### config.mk
export PLATFORM = sky130hd
export DESIGN_NAME = fp_mul_arbiter
export DESIGN_NICKNAME = d
export VERILOG_FILES = /design/src/rtl/fp_mul_pkg.sv /design/src/rtl/rr_arbiter.sv /design/src/rtl/fp_mul_arbiter.sv
export SDC_FILE = /design/constraint.sdc
export NUM_CORES = 1
export LEC_CHECK = 0
export ABC_CLOCK_PERIOD_IN_PS = 3000
export CAP_MARGIN = 15
export CORE_AREA = 2 2 155 157
export DETAILED_ROUTE_END_ITERATION = 16
export DIE_AREA = 0 0 157 159
export HOLD_SLACK_MARGIN = 0.03
export PLACE_DENSITY_LB_ADDON = 0.05
export REMOVE_ABC_BUFFERS = 1
export SETUP_SLACK_MARGIN = 0.3
export SLEW_MARGIN = 0
export SYNTH_ARGS = -nofsm -noshare
export SYNTH_HDL_FRONTEND = slang
export SYNTH_SLANG_ARGS = --single-unit
### constraint.sdc
create_clock -name clk -period 3 [get_ports clk]
set_input_delay 0.75 -clock clk [delete_from_list [all_inputs] [get_ports clk]]
set_output_delay 0.75 -clock clk [all_outputs]
set_load 0.01 [all_outputs]
### src/rtl/fp_mul_pkg.sv
// fp_mul_pkg: shared types and constants for the FP multiplier sharing logic
// Contents: arbiter FSM state enum, quiet-NaN magnitude pattern, default multiplier latency.
package fp_mul_pkg;
  typedef enum logic [1:0] {IDLE = 2'd0, ISSUE = 2'd1, WAIT = 2'd2, RESP = 2'd3} arb_state_t;
  localparam logic [30:0] QNAN_MAG = 31'h7FFFFFFF;
  localparam int DEF_MUL_LATENCY = 7;
endpackage

### src/rtl/rr_arbiter.sv
// rr_arbiter: combinational round-robin pick, priority ptr_i, ptr_i+1, ... wrapping
// Ports: req_i request vector, ptr_i highest-priority index,
//        grant_o one-hot winner, idx_o encoded winner, valid_o any request present.
module rr_arbiter #(
  parameter int NUM_REQ = 4,
  parameter int ID_W = $clog2(NUM_REQ)
) (
  input  logic [NUM_REQ-1:0] req_i,
  input  logic [ID_W-1:0]    ptr_i,
  output logic [NUM_REQ-1:0] grant_o,
  output logic [ID_W-1:0]    idx_o,
  output logic               valid_o
);
  logic [ID_W-1:0] j;
  // Scan from lowest priority to highest so the last hit is the winner.
  always_comb begin
    j = '0;
    idx_o = '0;
    valid_o = |req_i;
    for (int k = NUM_REQ - 1; k >= 0; k--) begin
      j = ID_W'((int'(ptr_i) + k) % NUM_REQ);
      if (req_i[j]) idx_o = j;
    end
    grant_o = valid_o ? NUM_REQ'(1) << idx_o : '0;
  end
endmodule

### src/rtl/fp_mul_arbiter.sv
// fp_mul_arbiter: round-robin sharing of one fixed-latency fp multiplier among NUM_REQ requesters
// Ports: req_valid/req_a/req_b in, req_ready grant pulse out; rsp_valid/rsp_data/rsp_err/rsp_id
//        result pulse to the owner; busy while an operation is in flight; mul_a/mul_b/mul_valid
//        drive the multiplier, mul_result returns its product.
// Option: FP_MUL_ARB_STATS_EN adds stat_ops/stat_errs response counters.
module fp_mul_arbiter import fp_mul_pkg::*; #(
  parameter int NUM_REQ = 4,
  parameter int MUL_LATENCY = DEF_MUL_LATENCY,
  parameter int ID_W = $clog2(NUM_REQ)
) (
  input  logic                    clk,
  input  logic                    rst,
  input  logic [NUM_REQ-1:0]      req_valid,
  input  logic [NUM_REQ*32-1:0]   req_a,
  input  logic [NUM_REQ*32-1:0]   req_b,
  output logic [NUM_REQ-1:0]      req_ready,
  output logic [NUM_REQ-1:0]      rsp_valid,
  output logic [31:0]             rsp_data,
  output logic                    rsp_err,
  output logic [ID_W-1:0]         rsp_id,
  output logic                    busy,
  output logic [31:0]             mul_a,
  output logic [31:0]             mul_b,
  output logic                    mul_valid,
  input  logic [31:0]             mul_result
`ifdef FP_MUL_ARB_STATS_EN
  ,
  output logic [31:0]             stat_ops,
  output logic [31:0]             stat_errs
`endif
);
  localparam int CNT_W = $clog2(MUL_LATENCY + 1);
  arb_state_t state_q, state_d;
  logic [ID_W-1:0] ptr_q, ptr_d, id_q, id_d, win;
  logic [31:0] a_q, a_d, b_q, b_d;
  logic [CNT_W-1:0] cnt_q, cnt_d;
  logic [NUM_REQ-1:0] grant;
  logic any, resp;
  rr_arbiter #(.NUM_REQ(NUM_REQ), .ID_W(ID_W)) u_arb (
    .req_i(req_valid), .ptr_i(ptr_q), .grant_o(grant), .idx_o(win), .valid_o(any)
  );
  always_comb begin
    state_d = state_q;
    ptr_d = ptr_q;
    id_d = id_q;
    a_d = a_q;
    b_d = b_q;
    cnt_d = cnt_q;
    case (state_q)
      IDLE: if (any) begin
        state_d = ISSUE;
        id_d = win;
        a_d = req_a[{win, 5'b0} +: 32];
        b_d = req_b[{win, 5'b0} +: 32];
      end
      ISSUE: begin
        state_d = WAIT;
        cnt_d = CNT_W'(MUL_LATENCY - 1);
      end
      WAIT: begin
        state_d = cnt_q == '0 ? RESP : WAIT;
        cnt_d = cnt_q == '0 ? '0 : cnt_q - 1'b1;
      end
      RESP: begin
        state_d = IDLE;
        ptr_d = id_q == ID_W'(NUM_REQ - 1) ? '0 : id_q + 1'b1;
      end
      default: state_d = IDLE;
    endcase
  end
  always_ff @(posedge clk) begin
    if (rst) begin
      state_q <= IDLE;
      ptr_q <= '0;
      id_q <= '0;
      a_q <= '0;
      b_q <= '0;
      cnt_q <= '0;
    end else begin
      state_q <= state_d;
      ptr_q <= ptr_d;
      id_q <= id_d;
      a_q <= a_d;
      b_q <= b_d;
      cnt_q <= cnt_d;
    end
  end
  assign resp = state_q == RESP;
  // Grant is combinational in IDLE; masked during reset so all outputs read 0.
  assign req_ready = (state_q == IDLE && !rst) ? grant : '0;
  assign busy = state_q != IDLE;
  assign mul_valid = state_q == ISSUE;
  assign mul_a = a_q;
  assign mul_b = b_q;
  assign rsp_valid = resp ? NUM_REQ'(1) << id_q : '0;
  assign rsp_data = resp ? mul_result : '0;
  assign rsp_err = resp && mul_result[30:0] == QNAN_MAG;
  assign rsp_id = resp ? id_q : '0;
`ifdef FP_MUL_ARB_STATS_EN
  logic [31:0] ops_q, errs_q;
  always_ff @(posedge clk) begin
    if (rst) begin
      ops_q <= '0;
      errs_q <= '0;
    end else if (resp) begin
      ops_q <= ops_q + 1'b1;
      errs_q <= errs_q + 32'(rsp_err);
    end
  end
  assign stat_ops = ops_q;
  assign stat_errs = errs_q;
`endif
endmodule

==> flow_summary.ini <==
[status]
status = finished clean

[sta]
finalHoldViolCount = 0
finalCritPeriodShare_pct = 88.0
fmax_mhz = 379
tightestPinTransition_ns = 0.675
tns_ns = 0
max_slew_margin_pct = 55.0
finClkSkew_ns = 0.0157
rsz0062_at_grt = true
final_max_slew_viol_count = 0
whs_ns = 0.503
setup_viol = 0
fin_crit_ns = 2.64

[global_routing]
overflow = 0
grt_usage_pct = 19.0
antenna_found_initial = 0
grt_pass1_wl_um = 36400
grt_start_max_net_pins = 61
grt_pass1_vias = 6224

[floorplanning]
die_area_um2 = 25000
rows = 56
die_y_um = 159
io_pins = 403
start_util_pct = 20.5
core_um2 = 23200
die_width_um = 157

[worst_setup_path]
worstSetupStartpointType = input port
slowest_stage = or4_4
critPathMaxStageDelay_ns = 0.51
crit_type = input port to primary output
reg2reg_depth = 8
worstReg2RegStart = ptr_q[1]
worst-r2r-setup-slack_ns = 0.71
end_kind = primary output
crit_path_cell_trace = dlygate4sd2_1 -> and2_4 -> nand3_2 -> or4_4 -> nor2_1 -> buf_2
cp_top_family = simple AND/OR/NAND/NOR gates
cp.required_ns = 2.25
r2r-end = mul_b[27]
arrival_ns = 1.89
path_buf_inv = 2
cp_max_fo = 2

[clock_network]
cts_made_buffers = 9
cts_root_buffer = clkbuf_16
cts_sinks = 73
clock_path_buffers = 2
clkLatencyLatePin_ns = 0.34
cts_tree = built
htreeDepth = 3
path_clk_slew_ns = 0.05

[layout]
area_delta_synth_final_pct = 102
fin_util_pct = 41.5
final_nets = 1390
fill_cells = 2474
drive_gt1_share_pct = 7.52
fin_cells = 1410

[route]
ant_nets = 0
drt_pre_antenna_iters = 4
drtIter0Drc = 238
wl_per_cell_um = 17.7
wl_um = 25000
drc_errors = 0
vias_per_cell = 4.60
vias = 6480

[power]
p_per_area_nw_per_um2 = 614
ir_drop_mv = 0.320
total_power_mw = 5.90
p_leak_nw = 3.82

[synth]
syn_area_um2 = 4750
ys_types = 34
avgSynthCellArea_um2 = 6.80
async_reset_ff_share_pct = 0
synth_cells = 698
synth_edf_count = 0
synth-seq-cells = 73
ys_seq_area_share_pct = 30.8
ys.flop_type = dfxtp_1
yosys_warnings = 0

[hold_path]
min_to = cnt_q[1]
hold_class = flop to flop
min_delay_path_depth = 2
min-delay-start = cnt_q[1]

[job]
drv_cap = 0

[placed_design]
gp_congestion = 0.758
portBuffers = 402
place_hpwl_um = 17500
dpl.cell_count = 1387
## cell type report
cell class | count | area, um2 | share of cell area [%]
well taps | 319 | 399 | 4.15
inverters | 9 | 33.8 | 0.351
clock buffers | 12 | 256 | 2.67
flip-flops and latches | 73 | 1470 | 15.2
multi-input cells | 555 | 3090 | 32.1
repair buffers | 437 | 4320 | 44.9
diodes | 1 | 2.50 | 0.0260
clock inverters | 4 | 51.3 | 0.533
## routing by layer
layer / GRT usage [%] / vias to the layer above / share of wire [%]
met2: 34.6 / 260 / 50
met1: 20.4 / 2997 / 38
li1: - / 3203 / -
met3: 7.43 / 20 / 10
met5: 0 / - / 0
met4: 4.63 / 0 / 1.6
## logic make-up after synthesis
logic type                 Yosys count  share of synthesized area (%)
AOI/OAI and AO/OA                  145                           24.5
DFF                                 73                           30.8
muxes                                3                          0.632
buffers and inverters               70                           6.64
adders and majority gates           11                           2.90
and+or+nand+nor                    396                           34.6
## worst min-delay path, stage by stage, from the launching register on
cell,delay (ns)
dfxtp_1,0.32
a22oi_1,0.07
nor2_1,0.08
## report_power, final
part | internal [mW] | switching, mW | total [mW]
clock network | 0.691 | 0.459 | 1.15
logic | 1.67 | 1.57 | 3.24
registers | 1.32 | 0.188 | 1.51
total | 3.68 | 2.22 | 5.90
## stage by stage
stage	setup slack [ns]	instance area [um2]
after floorplan	-1.59	4470
after global placement	-0.377	9210
after detailed placement	-0.414	9210
after CTS	0.282	9610
after global routing	0.287	9610
final	0.359	9620
## Yosys cell counts (all sizes together) (7+ instances only)
cell	number	area (um2)
nor2	76	288
nand4	7	43.8
a21oi	7	35.0
a311o	64	641
buf	26	150
clkbuf	35	131
nand2	262	983
and2	38	238
dfxtp	73	1460
inv	9	33.8
a31oi	64	400
ha	11	138
## sequential cells by signal, indices dropped and copies added, names as in the netlist
signal	count
mul_b	32
id_q	2
ptr_q	2
mul_a	32
cnt_q	3
state_q	2
## cell usage in the layout (no fill, tap or decap), types with 3 or more instances in the layout
| cell type | netlist | layout |
|---|---|---|
| dfxtp_2 | 0 | 3 |
| inv_1 | 9 | 9 |
| buf_4 | 8 | 26 |
| nand2_1 | 262 | 262 |
| a21oi_1 | 7 | 5 |
| nor2_1 | 75 | 74 |
| ha_1 | 11 | 10 |
| dlygate4sd2_1 | 0 | 32 |
| clkbuf_16 | 0 | 9 |
| clkdlybuf4s50_1 | 0 | 361 |
| dfxtp_1 | 73 | 70 |
| buf_2 | 12 | 8 |
| a31oi_1 | 64 | 64 |
| a311o_1 | 64 | 64 |
| and2_1 | 38 | 37 |
| nand4_1 | 7 | 7 |
| buf_12 | 0 | 5 |
## how the worst max path moves through the flow
| stage | slack, ns | cells past startpoint | end | startpoint |
|---|---|---|---|---|
| 3_5_place_dp | -0.41 | 7 | req_ready[2] | req_valid[1] |
| 3_3_place_gp | -0.38 | 6 | req_ready[1] | req_valid[1] |
| 5_1_grt | 0.29 | 6 | rsp_err | mul_result[24] |
| 2_1_floorplan | -1.59 | 3 | req_ready[3] | req_valid[1] |
| 4_1_cts | 0.28 | 5 | req_ready[0] | req_valid[2] |
| 6_report | 0.36 | 6 | rsp_err | mul_result[24] |
## what timing repair did
item	CTS	global route
endpoints found under the setup margin	102	18
gates cloned	1	0
hold buffers	0	0
pin swaps	12	3
resized for setup	84	5
buffers inserted	4	1
Note: power is estimated with default switching activity, not from simulation.
